## config.mk

```make
export PLATFORM = sky130hd
export DESIGN_NAME = ppm_demod_flat
export DESIGN_NICKNAME = d
export VERILOG_FILES = /design/src/rtl/ppm_pkg.sv /design/src/rtl/ppm_demod_if.sv /design/src/rtl/ppm_half_integ.sv /design/src/rtl/ppm_demod.sv /design/src/flat_wrapper.sv
export SDC_FILE = /design/constraint.sdc
export NUM_CORES = 1
export LEC_CHECK = 0
export BUFFER_PORTS_ARGS = -buffer_cell sky130_fd_sc_hd__buf_4
export CELL_PAD_IN_SITES_DETAIL_PLACEMENT = 2
export CELL_PAD_IN_SITES_GLOBAL_PLACEMENT = 2
export CORE_MARGIN = 2
export CORE_UTILIZATION = 41
export CTS_CLUSTER_DIAMETER = 100
export DETAILED_ROUTE_END_ITERATION = 8
export GPL_TIMING_DRIVEN = 0
export HOLD_SLACK_MARGIN = 0.15
export PLACE_DENSITY_LB_ADDON = 0.05
export SLEW_MARGIN = 20
export SYNTH_ARGS = -nofsm -noshare
export SYNTH_HDL_FRONTEND = slang
export SYNTH_SLANG_ARGS = --single-unit
```

## constraint.sdc

```tcl
create_clock -name clock -period 6.8 [get_ports clock]
set_input_delay 0.68 -clock clock [delete_from_list [all_inputs] [get_ports clock]]
set_output_delay 0.68 -clock clock [all_outputs]
set_load 0.01 [all_outputs]
```

## src/rtl/ppm_pkg.sv

```systemverilog
// Shared definitions for the Mode-S PPM demodulator: FSM encoding,
// message lengths and the preamble pulse/gap check offsets in samples.
package ppm_pkg;

  typedef enum logic [1:0] {
    st_idle = 2'd0,
    st_pre  = 2'd1,
    st_data = 2'd2,
    st_done = 2'd3
  } ppm_state_t;

  localparam int short_len   = 56;
  localparam int long_len    = 112;
  localparam int df_len_bits = 5;

  // Pulse centres sit at 0.25, 1.25, 3.75 and 4.75 us into the preamble.
  function automatic logic [15:0] pulse_ofs(input int s, input int i);
    case (i)
      0:       return 16'(s / 4);
      1:       return 16'((5 * s) / 4);
      2:       return 16'((15 * s) / 4);
      default: return 16'((19 * s) / 4);
    endcase
  endfunction

  // Gap centres between and after the pulses that must read as low.
  function automatic logic [15:0] gap_ofs(input int s, input int i);
    case (i)
      0:       return 16'((3 * s) / 4);
      1:       return 16'((9 * s) / 4);
      2:       return 16'((11 * s) / 4);
      default: return 16'((23 * s) / 4);
    endcase
  endfunction

endpackage

```

## src/rtl/ppm_demod_if.sv

```systemverilog
// Decoded-message bus: one-clock msg_valid qualifies msg_data/msg_long,
// which then hold until the next message; no backpressure.
interface ppm_demod_if;
  logic         msg_valid;
  logic         msg_long;
  logic [111:0] msg_data;

  modport master (output msg_valid, msg_long, msg_data);
  modport slave  (input  msg_valid, msg_long, msg_data);
endinterface

```

## src/rtl/ppm_half_integ.sv

```systemverilog
// Integrates log magnitude over the two half-chips of one PPM bit and decides it.
// bit_val/bit_done are valid combinationally on the last sample (k = spu-1).
module ppm_half_integ
  import ppm_pkg::*;
#(
  parameter int width = 10,
  parameter int spu   = 20,
  parameter int acc_w = 14
) (
  input  logic                     clock,
  input  logic                     reset,
  input  logic                     ena,
  input  logic                     active,
  input  logic [$clog2(spu)-1:0]   k,
  input  logic [width-1:0]         logmag,
  output logic                     bit_val,
  output logic                     bit_done
);

  localparam int kw   = $clog2(spu);
  localparam int half = spu / 2;
  localparam int aw1  = acc_w + 1;

  logic [acc_w-1:0] acc_a;
  logic [acc_w-1:0] acc_b;
  logic [acc_w:0]   b_total;

  always_ff @(posedge clock or negedge reset) begin
    if (!reset) begin
      acc_a <= '0;
      acc_b <= '0;
    end else if (ena && active) begin
      if (k == '0) begin
        acc_a <= acc_w'(logmag);
        acc_b <= '0;
      end else if (k < kw'(half)) begin
        acc_a <= acc_a + acc_w'(logmag);
      end else begin
        acc_b <= acc_b + acc_w'(logmag);
      end
    end
  end

  // The final sample belongs to half B and is folded in before the compare.
  assign b_total  = {1'b0, acc_b} + aw1'(logmag);
  assign bit_val  = ({1'b0, acc_a} > b_total);
  assign bit_done = ena && active && (k == kw'(spu - 1));

endmodule

```

## src/rtl/ppm_demod.sv

```systemverilog
// Validates the Mode-S preamble after a detector trigger, then PPM-demodulates 56/112 bits.
// msg_valid one clock after the last data sample; output bus has no backpressure.
module ppm_demod
  import ppm_pkg::*;
#(
  parameter int width = 10,
  parameter int spu   = 20,
  parameter int acc_w = 14
) (
  input  logic             clock,
  input  logic             reset,
  input  logic             ena,
  input  logic             trigger,
  input  logic             slice_data,
  input  logic [width-1:0] logmag_dly,
  output logic             trigger_clr,
  output logic             busy,
  output logic             pre_fail,
  ppm_demod_if.master      msg
);

  localparam int kw = $clog2(spu);

  ppm_state_t       state_q, state_d;
  logic [15:0]      n_q, n_d;
  logic [kw-1:0]    k_q, k_d;
  logic [6:0]       bit_q, bit_d;
  logic [111:0]     sreg_q, sreg_nx;
  logic             len_long_q, len_nx;
  logic             pre_fail_q, fail_d;
  logic [111:0]     msg_data_q;
  logic             msg_long_q;
  logic             chk_fail;
  logic             last_bit;
  logic             bit_val;
  logic             bit_done;

  ppm_half_integ #(.width(width), .spu(spu), .acc_w(acc_w)) u_integ (
    .clock    (clock),
    .reset    (reset),
    .ena      (ena),
    .active   (state_q == st_data),
    .k        (k_q),
    .logmag   (logmag_dly),
    .bit_val  (bit_val),
    .bit_done (bit_done)
  );

  always_comb begin
    chk_fail = 1'b0;
    for (int i = 0; i < 4; i++) begin
      if (n_q == pulse_ofs(spu, i) && !slice_data) chk_fail = 1'b1;
      if (n_q == gap_ofs(spu, i) && slice_data)    chk_fail = 1'b1;
    end
  end

  assign last_bit = (bit_q == 7'(long_len - 1)) ||
                    ((bit_q == 7'(short_len - 1)) && !len_long_q);

  // n_q holds the index of the sample currently presented while in PREAMBLE.
  always_comb begin
    state_d = state_q;
    n_d     = n_q;
    k_d     = k_q;
    bit_d   = bit_q;
    fail_d  = 1'b0;
    case (state_q)
      st_idle: begin
        if (ena && trigger) begin
          state_d = st_pre;
          n_d     = 16'd1;
        end
      end
      st_pre: begin
        if (ena) begin
          if (trigger) begin
            n_d = 16'd1;
          end else if (chk_fail) begin
            state_d = st_idle;
            n_d     = '0;
            fail_d  = 1'b1;
          end else if (n_q == 16'(8 * spu - 1)) begin
            state_d = st_data;
            n_d     = '0;
            k_d     = '0;
            bit_d   = '0;
          end else begin
            n_d = n_q + 16'd1;
          end
        end
      end
      st_data: begin
        if (ena) begin
          if (k_q == kw'(spu - 1)) begin
            k_d = '0;
            if (last_bit) state_d = st_done;
            else          bit_d   = bit_q + 7'd1;
          end else begin
            k_d = k_q + kw'(1);
          end
        end
      end
      st_done: begin
        state_d = st_idle;
        bit_d   = '0;
      end
      default: state_d = st_idle;
    endcase
  end

  always_comb begin
    sreg_nx = sreg_q;
    len_nx  = len_long_q;
    if (state_q == st_pre && state_d == st_data) begin
      sreg_nx = '0;
      len_nx  = 1'b0;
    end
    if (bit_done) sreg_nx[7'(long_len - 1) - bit_q] = bit_val;
    // DF >= 16 (first bit set) means a 112-bit frame.
    if (bit_done && bit_q == 7'(df_len_bits - 1)) len_nx = sreg_q[long_len - 1];
  end

  always_ff @(posedge clock or negedge reset) begin
    if (!reset) begin
      state_q    <= st_idle;
      n_q        <= '0;
      k_q        <= '0;
      bit_q      <= '0;
      sreg_q     <= '0;
      len_long_q <= 1'b0;
      pre_fail_q <= 1'b0;
      msg_data_q <= '0;
      msg_long_q <= 1'b0;
    end else begin
      state_q    <= state_d;
      n_q        <= n_d;
      k_q        <= k_d;
      bit_q      <= bit_d;
      sreg_q     <= sreg_nx;
      len_long_q <= len_nx;
      pre_fail_q <= fail_d;
      if (state_q == st_data && state_d == st_done) begin
        msg_data_q <= sreg_nx;
        msg_long_q <= len_long_q;
      end
    end
  end

  assign busy          = (state_q == st_pre) || (state_q == st_data);
  assign pre_fail      = pre_fail_q;
  assign trigger_clr   = (state_q == st_done) || pre_fail_q;
  assign msg.msg_valid = (state_q == st_done);
  assign msg.msg_long  = msg_long_q;
  assign msg.msg_data  = msg_data_q;

endmodule

```

## src/flat_wrapper.sv

```systemverilog
// flat-port wrapper written by rule: the top's interface ports become plain ports
module ppm_demod_flat import ppm_pkg::*;
#(
  parameter int width = 10,
  parameter int spu   = 20,
  parameter int acc_w = 14
)
  (clock, reset, ena, trigger, slice_data, logmag_dly, trigger_clr, busy, pre_fail, msg_msg_valid, msg_msg_long, msg_msg_data);
  ppm_demod_if msg_i ();
  input  logic clock;
  input  logic reset;
  input  logic ena;
  input  logic trigger;
  input  logic slice_data;
  input  logic [width-1:0] logmag_dly;
  output logic trigger_clr;
  output logic busy;
  output logic pre_fail;
  output wire logic [$bits(msg_i.msg_valid)-1:0] msg_msg_valid;
  output wire logic [$bits(msg_i.msg_long)-1:0] msg_msg_long;
  output wire logic [$bits(msg_i.msg_data)-1:0] msg_msg_data;
  assign msg_msg_valid = msg_i.msg_valid;
  assign msg_msg_long = msg_i.msg_long;
  assign msg_msg_data = msg_i.msg_data;
  ppm_demod #(.width(width), .spu(spu), .acc_w(acc_w)) u_core (.clock(clock), .reset(reset), .ena(ena), .trigger(trigger), .slice_data(slice_data), .logmag_dly(logmag_dly), .trigger_clr(trigger_clr), .busy(busy), .pre_fail(pre_fail), .msg(msg_i));
endmodule
```

## Word level (Yosys, flattened, before mapping)

Index checks and enable logic that the tools add are counted.

| storage, ports and cells | value |
|---|---|
| ROM bits | 0 |
| word-level logic and storage cells | 135 |
| output and inout bits | 117 |
| memories | 0 |
| register bits | 285 |
| bits of input ports | 15 |
| memory bits (writable) | 0 |
| latch bits | 0 |

| cells by class | value |
|---|---|
| mux-type cells | 53 |
| bitwise logic cells | 0 |
| eq/ne operators | 27 |
| divide/modulo/power cells | 0 |
| $lt $le $gt $ge | 4 |
| shift operators | 0 |
| add/sub/neg operators | 7 |
| reduce and logical (&&, ||, !) cells | 33 |
| $mul | 0 |

Operators with widths:

| cell | number |
|---|---|
| 112-bit 2-to-1 mux | 2 |
| 112-bit bitwise mux | 1 |
| 16-bit 2-to-1 mux | 5 |
| 14-bit 2-to-1 mux | 4 |
| 7-bit 2-to-1 mux | 7 |
| 16-bit by 7-bit == test with 1-bit output, second input constant | 3 |
| 16-bit by 6-bit == test with 1-bit output, second input constant | 2 |
| 16-bit one-hot mux with 2 select lines | 1 |
| 5-bit 2-to-1 mux | 6 |
| 14-bit by 10-bit adder with 14-bit output | 2 |
| 7-bit one-hot mux with 3 select lines | 1 |
| 16-bit by 1-bit adder with 16-bit output, second input constant | 1 |
| 16-bit by 3-bit == test with 1-bit output, second input constant | 1 |
| 16-bit by 4-bit == test with 1-bit output, second input constant | 1 |
| 16-bit by 5-bit == test with 1-bit output, second input constant | 1 |
| 16-bit by 8-bit == test with 1-bit output, second input constant | 1 |
| 1-bit logical AND | 16 |
| 2-bit 2-to-1 mux | 8 |
| 14-bit by 10-bit adder with 15-bit output | 1 |
| 14-bit by 15-bit greater-than comparator with 1-bit output | 1 |
| 1-bit 2-to-1 mux | 15 |
| 2-bit != test, second input constant | 6 |
| 5-bit one-hot mux with 2 select lines | 1 |
| 2-bit == test, second input constant | 4 |
| 24 further kinds | 33 |

## Longest topological paths before layout

| depth | value |
|---|---|
| depth in word-level cells | 19 |
| mapped depth | 19 |

## By module

A second synthesis with hierarchy kept.

| unflattened totals | value |
|---|---|
| cell total of the unflattened synthesis | 1380 |
| area total of the unflattened synthesis | 13940.9 µm² |

Modules (own cells, without submodules):

| module | times used | cells an instance | sequential area each (µm²) | area each (µm²) |
|---|---|---|---|---|
| ppm_demod | 1 | 1082 | 6431.2 | 11419.7 |
| ppm_half_integ | 1 | 298 | 700.7 | 2521.2 |

## Worst setup path after synthesis

No wires, ideal clock.

| timing | value |
|---|---|
| path type | input -> register |
| start | input logmag_dly[5] |
| end | register u_core.msg_data_q[103], in the netlist u_core.msg.msg_data[103] |
| stages on the path | 16 |
| arrival | 3.891 ns |
| path slack | 2.827 ns |
| path through | ha_1 > or4_1 > a311oi_1 > nor3_1 > o2111ai_1 > xor2_1 > ha_1 > and3_1 > o2111ai_1 > a21oi_1 > nor4_1 > a211oi_1 > buf_2 > buf_2 > nand3_1 > a31oi_1 |

| between the ends | value |
|---|---|
| word-level cells in the longest chain between the ends | 4 |

Ends and longest elaborated chain:

| what | line | source |
|---|---|---|
| from (decl) | flat_wrapper.sv:15 | `input logic [width-1:0] logmag_dly;` |
| 14-bit by 10-bit adder with 15-bit output | ppm_half_integ.sv:45 | `assign b_total = {1'b0, acc_b} + aw1'(logmag);` |
| 14-bit by 15-bit greater-than comparator with 1-bit output | ppm_half_integ.sv:46 | `assign bit_val = ({1'b0, acc_a} > b_total);` |
| 112-bit bitwise mux | ppm_demod.sv:118 | `if (bit_done) sreg_nx[7'(long_len - 1) - bit_q] = bit_val;` |
| 112-bit 2-to-1 mux | ppm_demod.sv:118 |  |
| to (signal assigned) | ppm_demod.sv:143 | `msg_data_q <= sreg_nx;` |
| to (decl) | ppm_demod.sv:31 | `logic [111:0] msg_data_q;` |

No other way between the ends.
A chain may end at the register's enable or synchronous reset.

## Worst setup path after layout

| timing | value |
|---|---|
| start | register u_core.u_integ.acc_b[1] |
| end | register u_core.msg_data_q[39], in the netlist u_core.msg.msg_data[39] |

| between the ends | value |
|---|---|
| word-level cells in the longest chain between the ends | 4 |

Ends and longest elaborated chain:

| what | line | source |
|---|---|---|
| from (decl) | ppm_half_integ.sv:25 | `logic [acc_w-1:0] acc_b;` |
| from (signal assigned) | ppm_half_integ.sv:39 | `acc_b <= acc_b + acc_w'(logmag);` |
| 14-bit by 10-bit adder with 15-bit output | ppm_half_integ.sv:45 |  |
| 14-bit by 15-bit greater-than comparator with 1-bit output | ppm_half_integ.sv:46 |  |
| 112-bit bitwise mux | ppm_demod.sv:118 |  |
| 112-bit 2-to-1 mux | ppm_demod.sv:118 |  |

No other way between the ends.

==> impl_metrics.tcl <==
set metrics [dict create \
    status "completed" \
    ctsResizeCount 0 \
    dieHeight_um 188 \
    netlist_area_um2 13800 \
    vias 12700 \
    fin_crit_sh_pct 81.1 \
    cts-root-buf "clkbuf_16" \
    tightest_slew_ns 1.20 \
    hold_path_depth 3 \
    syn-num-nets 1522 \
    n_antenna_cell 0 \
    drive_above_1_share_pct 15.0 \
    rows 67 \
    synthFlopType "dfrtp_1" \
    drt-total-wl_um 52400 \
    place_ws_ns 1.13 \
    grt_usage_pct 30.1 \
    synth_fa_ha_area_share_pct 4.63 \
    muxShareOfSynthArea_pct 0.226 \
    maxSlewViolCount 0 \
    rsz0062_at_grt "false" \
    period_needed_ns 5.51 \
    hold_class "input pin to flip-flop" \
    fill_cells 3588 \
    holdPathEnd "u_core.u_integ.acc_a[0]" \
    clk_pin_slew_ns 0.06 \
    numClockSinks 285 \
    grt_max_degree 82 \
    powerDensity_nw_per_um2 466 \
    worstPathRequired_ns 7.16 \
    synth_edf_count 0 \
    holdCritStartpoint "logmag_dly[0]" \
    fin_ws_ns 1.29 \
    post_drt_wl_per_cell_um 25.0 \
    synth_top_family_by_area "compound AO/OA/AOI/OAI gates" \
    synth-seq-cells 285 \
    maxCapViolCount 0 \
    drt_pass1_iterations 5 \
    ios 132 \
    grt_pass1_wl_um 83000 \
    postCtsHoldBufs 1 \
    start_util_pct 41.4 \
    syn_inst 1457 \
    reg2regPathDepth 15 \
    r2r_slack_ns 1.29 \
    final-hold-violation-count 0 \
    synth_compound_area_share_pct 20.3 \
    antenna_left 0 \
    setup-violations-final 0 \
    synth_cell_types 67 \
    start_kind "flip-flop" \
    cp_cell_sequence "ha_1, a211oi_1, o21ai_0, a311oi_1, nor3_1, o21ai_0, xor2_1, ha_1, and3_1, nand3_1, nor3_1, clkbuf_1, nor2_1, nand3_1, a31oi_1" \
    yosys.area_share.xor_xnor_pct 2.15 \
    overflow 0 \
    cp_max_fo 10 \
    p_leak_nw 7.35 \
    post-cts-setup-buffers 0 \
    clockBufferDepth 3 \
    drt_iter0_markers 787 \
    nNetsFinal 1693 \
    cts_tree "built" \
    htreeDepth 2 \
    die_area_um2 35200 \
    slowest_delay_ns 0.91 \
    reg2reg_from "u_core.u_integ.acc_b[1]" \
    relSlewSlack_pct 19.2 \
    cts-buffers-inserted 35 \
    avgSynthCellArea_um2 9.49 \
    max_freq_ghz 0.181 \
    peakVddDrop_mv 0.200 \
    synthArstFlopShare_pct 100 \
    hpwl_um 34500 \
    port_buffers 130 \
    synthSimpleGateAreaFrac_pct 16.9 \
    fin_setup_tns_ns 0 \
    arrival_ns 5.87 \
    crit_type "flip-flop to flip-flop" \
    drcViolationCount 0 \
    syn_to_final_growth_pct 20.0 \
    coreArea_um2 33400 \
    vias_per_cell 6.04 \
    ys_seq_area_share_pct 51.6 \
    fin_skew_ns 0.0142 \
    rr_endpoint "u_core.msg.msg_data[39]" \
    worst_setup_path_end_kind "flip-flop" \
    gp_congestion 0.859 \
    cp_slowest_cell "nor3_1" \
    finalPower_mw 7.73 \
    yosysWarnings 0 \
    grt_pass1_vias 14000 \
    clkLatencyLatePin_ns 0.52 \
    antenna_found_initial 2 \
    die_w_um 188 \
    holdWs_ns 0.463 \
]
[placed cells by master (no fill, tap or decap), types with 24 or more instances in the layout]
master / count
dfrtp_1: 285
o21ai_0: 193
nor2_1: 176
nand3_1: 155
buf_4: 130
a31oi_1: 115
clkbuf_1: 65
nand2_1: 65
o21ai_1: 52
ha_1: 48
clkbuf_16: 37
a21oi_1: 24
[metrics by stage]
| step | util (%) | cells | instance area [um^2] |
|---|---|---|---|
| 2_1_floorplan | - | 1457 | 13800 |
| 3_3_place_gp | 46.1 | 2035 | 15400 |
| 3_5_place_dp | 46.4 | 2038 | 15500 |
| 4_1_cts | 49.7 | 2098 | 16600 |
| 5_1_grt | 49.8 | 2098 | 16600 |
| 6_report | 49.8 | 2098 | 16600 |
[how the worst max path moves through the flow]
| stage | startpoint | end | cells past startpoint |
|---|---|---|---|
| final | u_core.u_integ.acc_b[1] | u_core.msg.msg_data[39] | 15 |
| after global routing | u_core.u_integ.acc_b[1] | u_core.msg.msg_data[104] | 15 |
| after detailed placement | logmag_dly[1] | u_core.sreg_q[35] | 16 |
| after CTS | u_core.u_integ.acc_b[1] | u_core.msg.msg_data[93] | 15 |
| after floorplan | logmag_dly[5] | u_core.msg.msg_data[103] | 16 |
| after global placement | logmag_dly[1] | u_core.msg.msg_data[91] | 16 |
[power breakdown]
part           internal (mW)  leakage, nW  total, mW  switching [mW]
combinational           1.29         3.09       3.38            2.09
sequential              2.14         3.71       2.51           0.364
clock                   1.10        0.550       1.85           0.742
total                   4.53         7.35       7.73            3.20
[logic make-up (layout without fill, tap and decap cells)]
group	count (synthesis)	after routing
adders and majority gates	50	50
muxes	3	3
buffers and inverters	115	308
AOI/OAI and AO/OA	476	476
xor gates and xnor gates	34	34
DFF	285	285
and+or+nand+nor	494	494
[critical path, delay by kind of cell (launching register included)]
family | cells | cell delay (ns)
adder cells (fa/ha/maj) | 2 | 0.63
flip-flops | 1 | 0.40
AO/OA/AOI/OAI | 5 | 1.54
AND/OR/NAND/NOR | 6 | 1.93
XOR/XNOR | 1 | 0.20
buffers and inverters | 1 | 0.62
[per-layer routing]
layer	track usage [%]	share of wire [%]
met1	40.7	45
met3	3.67	4.3
met4	8.00	2.4
met2	51.2	48
met5	0	0
[cells in the mapped netlist (3+ instances only)]
cell type | n | area share [%]
nor4_1 | 12 | 0.54
a31oi_1 | 115 | 5.2
or2_2 | 3 | 0.14
clkbuf_2 | 4 | 0.14
a21o_1 | 17 | 0.92
buf_1 | 4 | 0.11
nor2_1 | 176 | 4.8
and2_1 | 6 | 0.27
or4_1 | 3 | 0.16
o21ai_0 | 193 | 7.0
clkbuf_1 | 58 | 1.6
nor3b_1 | 5 | 0.27
nor2b_1 | 10 | 0.45
nand4_1 | 7 | 0.32
inv_1 | 23 | 0.62
nand2b_1 | 8 | 0.36
a21oi_1 | 24 | 0.87
o31ai_1 | 9 | 0.49
dfrtp_1 | 285 | 52
nor3_1 | 10 | 0.36
nand3_1 | 155 | 5.6
ha_1 | 48 | 4.3
and3_1 | 17 | 0.77
o21ai_2 | 19 | 1.2
xor2_1 | 17 | 1.1
a21boi_0 | 3 | 0.16
nand2_1 | 65 | 1.8
buf_12 | 5 | 0.72
a2111oi_0 | 3 | 0.19
xnor2_1 | 17 | 1.1
buf_2 | 17 | 0.62
o21a_1 | 6 | 0.33
or3_1 | 4 | 0.18
o211ai_1 | 3 | 0.16
o21bai_1 | 7 | 0.38
a211oi_1 | 4 | 0.22
o21ai_1 | 52 | 1.9
[sequential cells by signal, summed over array words and instances, names as in the netlist]
name                  flops
u_core.msg.msg_data     112
u_core.sreg_q           112
u_core.n_q               16
u_core.u_integ.acc_a     14
u_core.u_integ.acc_b     14
u_core.bit_q              7
u_core.k_q                5
u_core.state_q            2
u_core.len_long_q         1
u_core.msg.msg_long       1
u_core.pre_fail           1
[cell type report]
cell class	instances	area, um^2	area share [%]
clock buffer	52	1050	6.34
buffer	92	488	2.94
inverter	23	86.3	0.520
multi-input combinational	1057	6140	37.0
tap	448	561	3.38
clock inverter	7	62.6	0.377
timing repair buffer	134	1080	6.48
sequential	285	7130	43.0
No activity file was read; power rests on OpenSTA's default activity.
